**config.mk**
```make
export PLATFORM = sky130hd
export DESIGN_NAME = uart_tx_cfg
export DESIGN_NICKNAME = d
export VERILOG_FILES = /design/src/rtl/uart_tx_cfg.sv
export SDC_FILE = /design/constraint.sdc
export NUM_CORES = 1
export LEC_CHECK = 0
export ABC_AREA = 1
export BUFFER_PORTS_ARGS = -buffer_cell sky130_fd_sc_hd__buf_2
export CORE_MARGIN = 2
export CORE_UTILIZATION = 30
export CTS_CLUSTER_SIZE = 16
export DETAILED_ROUTE_END_ITERATION = 8
export PLACE_DENSITY = 0.55
export SYNTH_ARGS = -nofsm -noshare
export SYNTH_HDL_FRONTEND = slang
export SYNTH_SLANG_ARGS = --single-unit
```
**constraint.sdc**
```tcl
create_clock -name clk -period 4 [get_ports clk]
set_input_delay 0.2 -clock clk [delete_from_list [all_inputs] [get_ports clk]]
set_output_delay 0.2 -clock clk [all_outputs]
set_load 0.01 [all_outputs]
```
**src/rtl/uart_tx_cfg.sv**
```systemverilog
// rtl/uart_tx_cfg.sv - configurable UART transmitter (data bits, parity, stop bits, baud divider).
// Every output is a flop; the next-state process computes the registered values one cycle ahead.
module uart_tx_cfg #(
  parameter int BAUD_DIV  = 5208,
  parameter int DATA_BITS = 8,
  parameter int PARITY    = 0,
  parameter int STOP_BITS = 1
) (
  input  logic                 clk,
  input  logic                 rst_n,
  input  logic                 send_en,
  input  logic [DATA_BITS-1:0] data_byte,
  output logic                 serial_data_tx,
  output logic                 tx_busy,
  output logic                 tx_done
);

  localparam int CW = (BAUD_DIV > 1) ? $clog2(BAUD_DIV) : 1;
  localparam logic [CW-1:0] BAUD_LAST = CW'(BAUD_DIV - 1);
  localparam logic [3:0]    DATA_LAST = 4'(DATA_BITS - 1);
  localparam logic [3:0]    STOP_LAST = 4'(STOP_BITS - 1);

  typedef enum logic [2:0] {S_IDLE, S_START, S_DATA, S_PARITY, S_STOP} state_t;

  state_t                 state, state_n;
  logic [CW-1:0]          baud_cnt, baud_n;
  logic [3:0]             bit_cnt, bit_n;
  logic [DATA_BITS-1:0]   shift, shift_n;
  logic                   par_bit, par_n;
  logic                   line_n, busy_n, done_n;
  logic                   bit_end;

  assign bit_end = (baud_cnt == BAUD_LAST);

  always_ff @(posedge clk or negedge rst_n) begin
    if (!rst_n) begin
      state          <= S_IDLE;
      baud_cnt       <= '0;
      bit_cnt        <= '0;
      shift          <= '0;
      par_bit        <= 1'b0;
      serial_data_tx <= 1'b1;
      tx_busy        <= 1'b0;
      tx_done        <= 1'b0;
    end else begin
      state          <= state_n;
      baud_cnt       <= baud_n;
      bit_cnt        <= bit_n;
      shift          <= shift_n;
      par_bit        <= par_n;
      serial_data_tx <= line_n;
      tx_busy        <= busy_n;
      tx_done        <= done_n;
    end
  end

  always_comb begin
    state_n = state;
    baud_n  = bit_end ? '0 : baud_cnt + CW'(1);
    bit_n   = bit_cnt;
    shift_n = shift;
    par_n   = par_bit;
    line_n  = serial_data_tx;
    done_n  = 1'b0;

    case (state)
      S_IDLE: begin
        baud_n = '0;
        line_n = 1'b1;
        if (send_en) begin
          state_n = S_START;
          shift_n = data_byte;
          // Odd mode inverts the data XOR so data+parity holds an odd count of ones.
          par_n   = (^data_byte) ^ (PARITY == 1);
          line_n  = 1'b0;
        end
      end
      S_START: begin
        if (bit_end) begin
          state_n = S_DATA;
          bit_n   = '0;
          line_n  = shift[0];
        end
      end
      S_DATA: begin
        if (bit_end) begin
          shift_n = shift >> 1;
          if (bit_cnt == DATA_LAST) begin
            bit_n = '0;
            if (PARITY != 0) begin
              state_n = S_PARITY;
              line_n  = par_bit;
            end else begin
              state_n = S_STOP;
              line_n  = 1'b1;
            end
          end else begin
            bit_n  = bit_cnt + 4'd1;
            line_n = shift[1];
          end
        end
      end
      S_PARITY: begin
        if (bit_end) begin
          state_n = S_STOP;
          bit_n   = '0;
          line_n  = 1'b1;
        end
      end
      S_STOP: begin
        if (bit_end) begin
          if (bit_cnt == STOP_LAST) begin
            state_n = S_IDLE;
            bit_n   = '0;
            done_n  = 1'b1;
          end else begin
            bit_n = bit_cnt + 4'd1;
          end
          line_n = 1'b1;
        end
      end
      default: begin
        state_n = S_IDLE;
        line_n  = 1'b1;
      end
    endcase

    busy_n = (state_n != S_IDLE);
  end

endmodule
```
Yosys cells after proc, flatten, opt, wreduce, memory -nomap -nowiden. Cells that the tools add are included.

Output and inout bits: 3. Input bits: 11. Register bits: 31.

Equality and inequality tests: 12. Reduce and logical (&&, ||, !) cells: 10. Add/subtract/negate cells: 2. Muxes and demuxes: 28.

Operators by type and width (number): two-way mux 13 bit (2); two-way mux 3 bit (7); two-way mux 4 bit (5); two-way mux 8 bit (2); one-hot mux 8 bit (2 select lines) (1); one-hot mux 3 bit (5 select lines) (1); adder 13 x 1 -> 13 bit (second input constant) (1); == test 13 bit (second input constant) (1); one-hot mux 4 bit (3 select lines) (1); two-way mux 1 bit (8); != test 2 bit (second input constant) (4); == test 3 x 2 -> 1 bit (second input constant) (2); AND reduction 3 bit (2); nonzero test 3 bit (2); adder 4 x 1 -> 4 bit (second input constant) (1); == test 4 x 3 -> 1 bit (second input constant) (1); logical NOT 4 bit (1); != test 2 x 1 -> 1 bit (second input constant) (2); one-hot mux 1 bit (4 select lines) (1); AND reduction 4 bit (1); OR reduction 2 bit (2); == test 3 x 1 -> 1 bit (second input constant) (1); == test 3 bit (second input constant) (1); logical NOT 3 bit (1); nonzero test 2 bit (1).

Logic depth before layout (Yosys ltp). Gate-level depths: netlist of the first run.

Depth in word-level cells: 5. Depth in mapped cells: 10.

Least setup slack after synthesis of the first run. OpenSTA, ideal clock, no wires.

Kind: register -> register. From: register baud_cnt[0]. To: register shift[2]. Arrival: 1291 ps. Data required time: 3874 ps. Cell stages (with the launch flop): 10. Library setup time: 126 ps. Path slack: 2583 ps. Buffers on the path: 1. Period minus slack after synthesis: 1417 ps. Cells stage by stage: dfrtp_1 -> ha_1 -> nand2_1 -> nor2_1 -> nand2_2 -> nor2_4 -> nand2_4 -> nand2_4 -> buf_8 -> o21ai_0.

Cells in the longest elaborated chain, start to end: 3.

Ends and longest elaborated chain: from (decl) (RTL line 26) `logic [CW-1:0] baud_cnt, baud_n;`; from (signal assigned) (RTL line 47) `baud_cnt <= baud_n;`; == test 13 bit (RTL line 33) `assign bit_end = (baud_cnt == BAUD_LAST);`; != test 2 bit (no source line); AND reduction 3 bit (no source line); to (signal assigned) (RTL line 49) `shift <= shift_n;`; to (decl) (RTL line 28) `logic [DATA_BITS-1:0] shift, shift_n;`.

No other way between the ends. A chain may end at the register's enable or synchronous reset.

Final worst setup path of the first run.
From: register baud_cnt[0]. To: register bit_cnt[2].

Cells in the longest elaborated chain, start to end: 3.

Ends and longest elaborated chain: == test 13 bit * (RTL line 33); != test 2 bit (no source line) or != test 2 x 1 -> 1 bit (tied branches); AND reduction 4 bit (no source line) *; to (signal assigned) (RTL line 48) `bit_cnt <= bit_n;`; to (decl) (RTL line 27) `logic [3:0] bit_cnt, bit_n;`.

Every way passes the cells marked *; elsewhere a longest branch is shown, timed or not.

==> results of run 1 <==
## worst min path at each step
stage | from | endpoint | depth (start not counted)
global route | data_byte[7] | shift[7] | 3
finish | data_byte[7] | shift[7] | 3
global placement | rst_n | baud_cnt[9] | 1
CTS | data_byte[7] | shift[7] | 3
detailed placement | rst_n | baud_cnt[9] | 1
floorplan | rst_n | baud_cnt[0] | 0
## layout by cell type (no fill, tap or decap)
| cell | synthesis | routed |
|---|---|---|
| a31oi_1 | 1 | 1 |
| o21ai_0 | 17 | 17 |
| nor2_2 | 4 | 4 |
| nand2_2 | 3 | 3 |
| clkinv_2 | 0 | 1 |
| inv_2 | 2 | 2 |
| nand2_4 | 2 | 2 |
| clkbuf_8 | 0 | 6 |
| xor2_1 | 6 | 6 |
| inv_1 | 39 | 39 |
| nand2_1 | 62 | 62 |
| nand4_1 | 1 | 1 |
| dfrtp_1 | 30 | 30 |
| nand3_2 | 1 | 1 |
| nor3_1 | 6 | 6 |
| a21boi_0 | 1 | 1 |
| nand3_1 | 17 | 17 |
| a21oi_1 | 4 | 4 |
| nor4_1 | 1 | 1 |
| and3_1 | 1 | 1 |
| buf_2 | 1 | 13 |
| dfstp_2 | 1 | 1 |
| dlygate4sd3_1 | 0 | 1 |
| nor2_4 | 2 | 2 |
| nor2_1 | 29 | 29 |
| o21ai_2 | 2 | 2 |
| o21ai_1 | 3 | 3 |
| ha_1 | 3 | 3 |
| bufinv_16 | 0 | 1 |
## routing by layer
layer	track usage [%]	vias to the layer above
li1	-	778
met4	6.78	0
met2	19.3	23
met5	0	-
met1	17.2	650
met3	3.56	8
## state kept, by name, indices dropped and copies added (netlist names)
| signal | flops |
|---|---|
| baud_cnt | 13 |
| shift | 8 |
| bit_cnt | 4 |
| state | 3 |
| serial_data_tx | 1 |
| tx_busy | 1 |
| tx_done | 1 |
## power breakdown
| group | total [mW] | switching, mW | internal (mW) |
|---|---|---|---|
| combinational | 0.0147 | 0.00893 | 0.00574 |
| sequential | 0.314 | 0.000170 | 0.314 |
| clock | 0.318 | 0.116 | 0.201 |
| total | 0.647 | 0.126 | 0.521 |
## final cells by class
| class | count | area [um^2] | share of cell area (%) |
|---|---|---|---|
| multi-input cells | 166 | 816 | 40.2 |
| well taps | 72 | 90.1 | 4.44 |
| flip-flops and latches | 31 | 777 | 38.3 |
| inverters | 41 | 154 | 7.58 |
| repair buffers | 14 | 75.1 | 3.70 |
| clock inverters | 2 | 35.0 | 1.73 |
| clock buffers | 6 | 82.6 | 4.07 |
## worst min-delay path, stage by stage
cell and delay (ps):
buf_2 80, nand2_1 40, o21ai_0 60
## through the flow
step           power (mW)  cells  utilization, %  area (um^2)  hold WS (ps)
6_report            0.647    332            36.2         2030           127
5_1_grt             0.681    332            36.2         2030           148
4_1_cts             0.660    332            36.2         2030           120
3_5_place_dp        0.335    323            33.9         1900           293
3_3_place_gp        0.335    323            33.9         1900           291
2_1_floorplan       0.323    240               -         1770         -95.6
## cells by family (layout without fill, tap and decap cells)
group	after synthesis	after routing	synth area share [%]
simple gates	129	129	32.5
buf+inv	43	63	9.84
flops	31	31	44.0
compound gates	28	28	8.57
xor+xnor	6	6	2.97
fa+ha+maj	3	3	2.12
==> results_dict.tcl, run 1 <==
set metrics [dict create \
    power_leakage_nw 1.06 \
    ys_warn_count 0 \
    die_area_um2 6520 \
    cp_data_required_time_ps 4170 \
    synth_area_per_cell_um2 7.36 \
    cp-start-kind "register" \
    route.met3.wl_um 135 \
    p_per_area_nw_per_um2 319 \
    cts.sinks 31 \
    cp_top_family "simple AND/OR/NAND/NOR gates" \
    synth_cells 240 \
    syn_nets 254 \
    final_max_slew_viol_count 0 \
    crit_cells 8 \
    crit_end "bit_cnt[2]" \
    period_share_pct 39.4 \
    timing_hold_violations_final 0 \
    ir_worst_vdd_mv 0.150 \
    ys.flop_type "dfrtp_1" \
    met1_length_um 1750 \
    crit_buf_inv 1 \
    dr.pass1.iters 4 \
    netlist_top_cells_area "dfrtp_1 42%, nand2_1 13%, inv_1 8.3%, nor2_1 6.2%, nand3_1 4.8%" \
    place_ws_ps 2410 \
    fmax_mhz 634 \
    max-slew-margin-rel_pct 54.8 \
    root_buffer "clkbuf_8" \
    worstHoldPathType "input port to register" \
    die_h_um 80.7 \
    synth_enable_flop_cells 0 \
    clock_path_buffers 2 \
    grt_first_pass_wirelength_um 6440 \
    reg2reg_depth 8 \
    min_period_ps 1580 \
    crit_path_frequent_cell "nand2_1" \
    port-buffer-count 13 \
    yosys.area.top_type_share_pct 42.5 \
    dr_wl_met2_um 1410 \
    yosysMostFrequentCell "nand2_1" \
    async_flop_share_pct 100 \
    crit_path_end_kind "register" \
    fin_setup_tns_ps 0 \
    grt_use_total_pct 13.0 \
    num_rows 27 \
    r2r_setup_slack_ps 2420 \
    hpwl_um 2590 \
    yosysSeqAreaShare_pct 44.0 \
    ys_types 26 \
    top_layer "met4" \
    htree_levels 2 \
    drive_above_1_share_pct 14.6 \
    core_area_um2 5610 \
    worst_pin_slew_ps 678 \
    max_stage_delay_ps 400 \
    netlist_top_cells_count "62 x nand2_1, 39 x inv_1, 30 x dfrtp_1" \
    die_w_um 80.7 \
    nets 273 \
    fill_cells 614 \
    via_per_inst 4.39 \
    drc 0 \
    cp_data_arrival_time_ps 1750 \
    critical_path.cell_chain "ha_1 > nand2_1 > nor2_1 > nand2_1 > nor2_1 > nand2_1 > o21ai_0 > inv_1" \
    num_io_pins 14 \
    grt_max_degree 32 \
    cts_hold_buffers 1 \
    drt-total-wl_um 3370 \
    wire_per_inst_um 10.2 \
    syn_area_um2 1770 \
    cts_resized 0 \
    grt_antenna_before_repair 0 \
    clk_pin_slew_worst_paths_ps 70 \
    vias 1459 \
    area_delta_synth_final_pct 14.9 \
    r2r-start "baud_cnt[0]" \
    ant_nets 0 \
    cp_max_fo 5 \
    initial_core_util_pct 31.5 \
    critPathLaunch "baud_cnt[0]" \
    status "finished, final reports clean" \
    grt_pass1_vias 1484 \
    ys_ff_latch 31 \
    numCtsBuffers 5 \
    skew_ps 8.26 \
    grt_overflow 0 \
    diodes 0 \
    max_cap_violations 0 \
    yosysTopAreaCell "dfrtp_1" \
    setup_slack_ps 2420 \
    critPathSlowestCell "dfrtp_1" \
    postCtsSetupBuffers 0 \
    tritoncts "yes" \
    place_congestion 0.819 \
    clk-insertion-delay-late_ps 290 \
    critPathKind "register to register" \
    rsz0062_at_grt "no" \
    drt-initial-drc-count 54 \
    r2r-end "bit_cnt[2]" \
    setup_viol 0 \
]
No activity file was read; power rests on OpenSTA's default activity.
==> inputs of run 2 (changes only) <==
--- a/config.mk
+++ b/config.mk
@@ -5,13 +5,13 @@
 export SDC_FILE = /design/constraint.sdc
 export NUM_CORES = 1
 export LEC_CHECK = 0
-export ABC_AREA = 1
+export ABC_AREA = 0
 export BUFFER_PORTS_ARGS = -buffer_cell sky130_fd_sc_hd__buf_2
 export CORE_MARGIN = 2
 export CORE_UTILIZATION = 30
 export CTS_CLUSTER_SIZE = 16
 export DETAILED_ROUTE_END_ITERATION = 8
-export PLACE_DENSITY = 0.55
+export PLACE_DENSITY = 0.56
 export SYNTH_ARGS = -nofsm -noshare
 export SYNTH_HDL_FRONTEND = slang
 export SYNTH_SLANG_ARGS = --single-unit
==> constraint.sdc (replaced) <==
create_clock -name clk -period 1.3 [get_ports clk]
set_input_delay 0.065 -clock clk [delete_from_list [all_inputs] [get_ports clk]]
set_output_delay 0.065 -clock clk [all_outputs]
set_load 0.01 [all_outputs]
==> run 2 against run 1 <==
The run now ends with negative setup slack left. Flip-flop and latch count is the same. Register-to-register slack lost 2800 ps. Hold slack gained 12 ps. Critical endpoint is now shift[3]. Largest power group is now sequential cells.
==> results_dict.tcl, run 2 <==
set metrics [dict create \
    grt_first_pass_wirelength_um 6930 \
    clock_path_buffers 2 \
    vias 1484 \
    ys_ff_latch 31 \
    crit_path_end_kind "register" \
    skew_ps 6.22 \
    final_common_cell "buf_4" \
    synth_cells 166 \
    die_h_um 79.9 \
    p_sw_mw 0.389 \
    grt_overflow 0 \
    timing_hold_violations_final 0 \
    tritoncts "yes" \
    num_rows 27 \
    numCtsBuffers 5 \
    grt_max_degree 19 \
    clk-insertion-delay-late_ps 280 \
    cp_data_arrival_time_ps 1890 \
    worst_hold_slack_ps 139 \
    via_per_inst 4.74 \
    largest-register "baud_cnt" \
    drt-initial-drc-count 59 \
    fill_cells 531 \
    place_ws_ps -395 \
    yosysMostFrequentCell "dfrtp_1" \
    combinationalPowerShare_pct 4.5 \
    period_share_pct 132 \
    cp-start-kind "register" \
    reg_top3 "baud_cnt: 13 flops, shift: 8 flops, bit_cnt: 4 flops" \
    min_period_ps 1720 \
    r2r-end "shift[3]" \
    drive_above_1_share_pct 52.7 \
    drt-total-wl_um 4230 \
    area_delta_synth_final_pct 52.0 \
    grt_use_total_pct 13.9 \
    core_area_um2 5540 \
    ys_warn_count 0 \
    clk_pin_slew_worst_paths_ps 60 \
    largest_reg_flops 13 \
    yosysTopAreaCell "dfrtp_1" \
    yosys.area.top_type_share_pct 43.4 \
    max_stage_delay_ps 370 \
    wire_per_inst_um 13.5 \
    die_w_um 79.9 \
    async_flop_share_pct 100 \
    synth_area_per_cell_um2 10.4 \
    nets 254 \
    max-slew-margin-rel_pct 76.1 \
    r2r-start "baud_cnt[1]" \
    netSwitchingFraction_pct 21.7 \
    hpwl_um 2740 \
    p_int_mw 1.40 \
    num_io_pins 14 \
    grt_pass1_vias 1540 \
    drc 0 \
    ys.flop_type "dfrtp_1" \
    port-buffer-count 13 \
    netlist_top_cells_area "dfrtp_1 43%, mux2_4 6.1%, mux2_2 4.6%, nor2_1 3.9%, xnor2_1 3.0%" \
    crit_buf_inv 1 \
    yosysSeqAreaShare_pct 45.0 \
    reg2reg_depth 6 \
    max_cap_violations 0 \
    ant_nets 0 \
    final_cell_mix "45 x buf_4, 30 x dfrtp_1, 16 x nor2_1" \
    cp_top_family "simple AND/OR/NAND/NOR gates" \
    pwr-share-clk_pct 40.4 \
    ir_worst_vdd_mv 0.559 \
    critPathSlowestCell "dfrtp_1" \
    worstHoldPathType "input port to register" \
    power_leakage_nw 1.17 \
    p_per_area_nw_per_um2 681 \
    worst_pin_slew_ps 358 \
    fmax_mhz 582 \
    dr.pass1.iters 4 \
    critical_path.cell_chain "ha_2 > and4bb_4 > and3_4 > a21o_1 > buf_4 > mux2_4" \
    ys_types 45 \
    hold_path_end "shift[1]" \
    violations "negative setup slack" \
    r2r_setup_slack_ps -420 \
    root_buffer "clkbuf_8" \
    cp_data_required_time_ps 1470 \
    rsz0062_at_grt "yes" \
    syn_nets 180 \
    htree_levels 2 \
    diodes 0 \
    grt_antenna_before_repair 0 \
    min_from "data_byte[1]" \
    initial_core_util_pct 31.2 \
    cts.sinks 31 \
    place_congestion 0.810 \
    final_max_slew_viol_count 0 \
    setup_slack_ps -418 \
    critPathKind "register to register" \
    setup_viol 31 \
    status "complete, but fails checks" \
    die_area_um2 6380 \
    hold_depth 3 \
    p_seq_share_pct 55.1 \
    cp_max_fo 4 \
    netlist_top_cells_count "30 x dfrtp_1, 18 x nor2_1, 10 x o21ai_0" \
    synth_enable_flop_cells 0 \
    syn_area_um2 1730 \
]
==> run 2: power groups by stage <==
stage	clock, mW	combinational [mW]	sequential (mW)
after floorplan	0	0.0306	1.00
after global placement	0	0.0775	1.00
after detailed placement	0	0.0789	1.00
after CTS	0.741	0.0838	0.985
after global routing	0.797	0.0908	0.987
final	0.723	0.0808	0.986
==> run 2: what timing repair did <==
item	4_1_cts	5_1_grt
hold endpoints to repair	31	0
setup endpoints to repair	31	31
resized for setup	36	20
cloned	1	0
hold buffers	2	0
buffers inserted	7	9
pin swaps	19	13
==> run 2: cell type report <==
type | instances | area (um^2) | share of cell area (%)
Clock buffer | 7 | 76.3 | 2.91
Tap cell | 72 | 90.1 | 3.43
Sequential cell | 31 | 777 | 29.6
Timing Repair Buffer | 75 | 601 | 22.9
Multi-Input combinational cell | 121 | 1050 | 40.2
Clock inverter | 1 | 5.00 | 0.191
Inverter | 6 | 22.5 | 0.858
==> run 2: worst max path at each step <==
stage	startpoint	cells after the start	slack (ps)	end
floorplan	baud_cnt[0]	7	-460	shift[0]
global placement	baud_cnt[1]	6	-380	shift[3]
detailed placement	baud_cnt[1]	6	-400	shift[2]
CTS	baud_cnt[1]	6	-400	shift[2]
global route	baud_cnt[1]	6	-460	shift[6]
finish	baud_cnt[1]	6	-420	shift[3]
==> run 2: cell families after synthesis <==
family | share of synthesized area (%)
mux | 10.6
simple gates | 21.9
flops | 45.0
xor+xnor | 6.08
buf+inv | 4.56
compound gates | 9.63
fa+ha+maj | 2.17
==> run 2: through the flow <==
step                      instances  setup TNS (ps)  cell area, um^2  total power, mW  utilization [%]
after floorplan                 166           -6380             1750             1.03                -
after global placement          287           -7120             2190             1.08             39.5
after detailed placement        287           -7600             2190             1.08             39.5
after CTS                       305           -7050             2480             1.81             44.7
after global routing            313           -9780             2630             1.87             47.4
final                           313           -8150             2630             1.79             47.4
==> run 2: worst reg2reg max path: cells and delay by family (launching register included) <==
| family | cells | cell delay [ps] |
|---|---|---|
| and+or+nand+nor | 2 | 470 |
| DFF | 1 | 370 |
| muxes | 1 | 300 |
| adders and majority gates | 1 | 200 |
| buffers and inverters | 1 | 150 |
| AOI/OAI and AO/OA | 1 | 130 |
==> run 2: per-layer routing <==
metal / vias up / GRT usage, % / share of wire [%]
met3: 6 / 3.51 / 3.3
met4: 0 / 6.10 / 1.6
met2: 25 / 22.2 / 50
met1: 713 / 17.6 / 45
met5: - / 0 / 0
li1: 740 / - / -
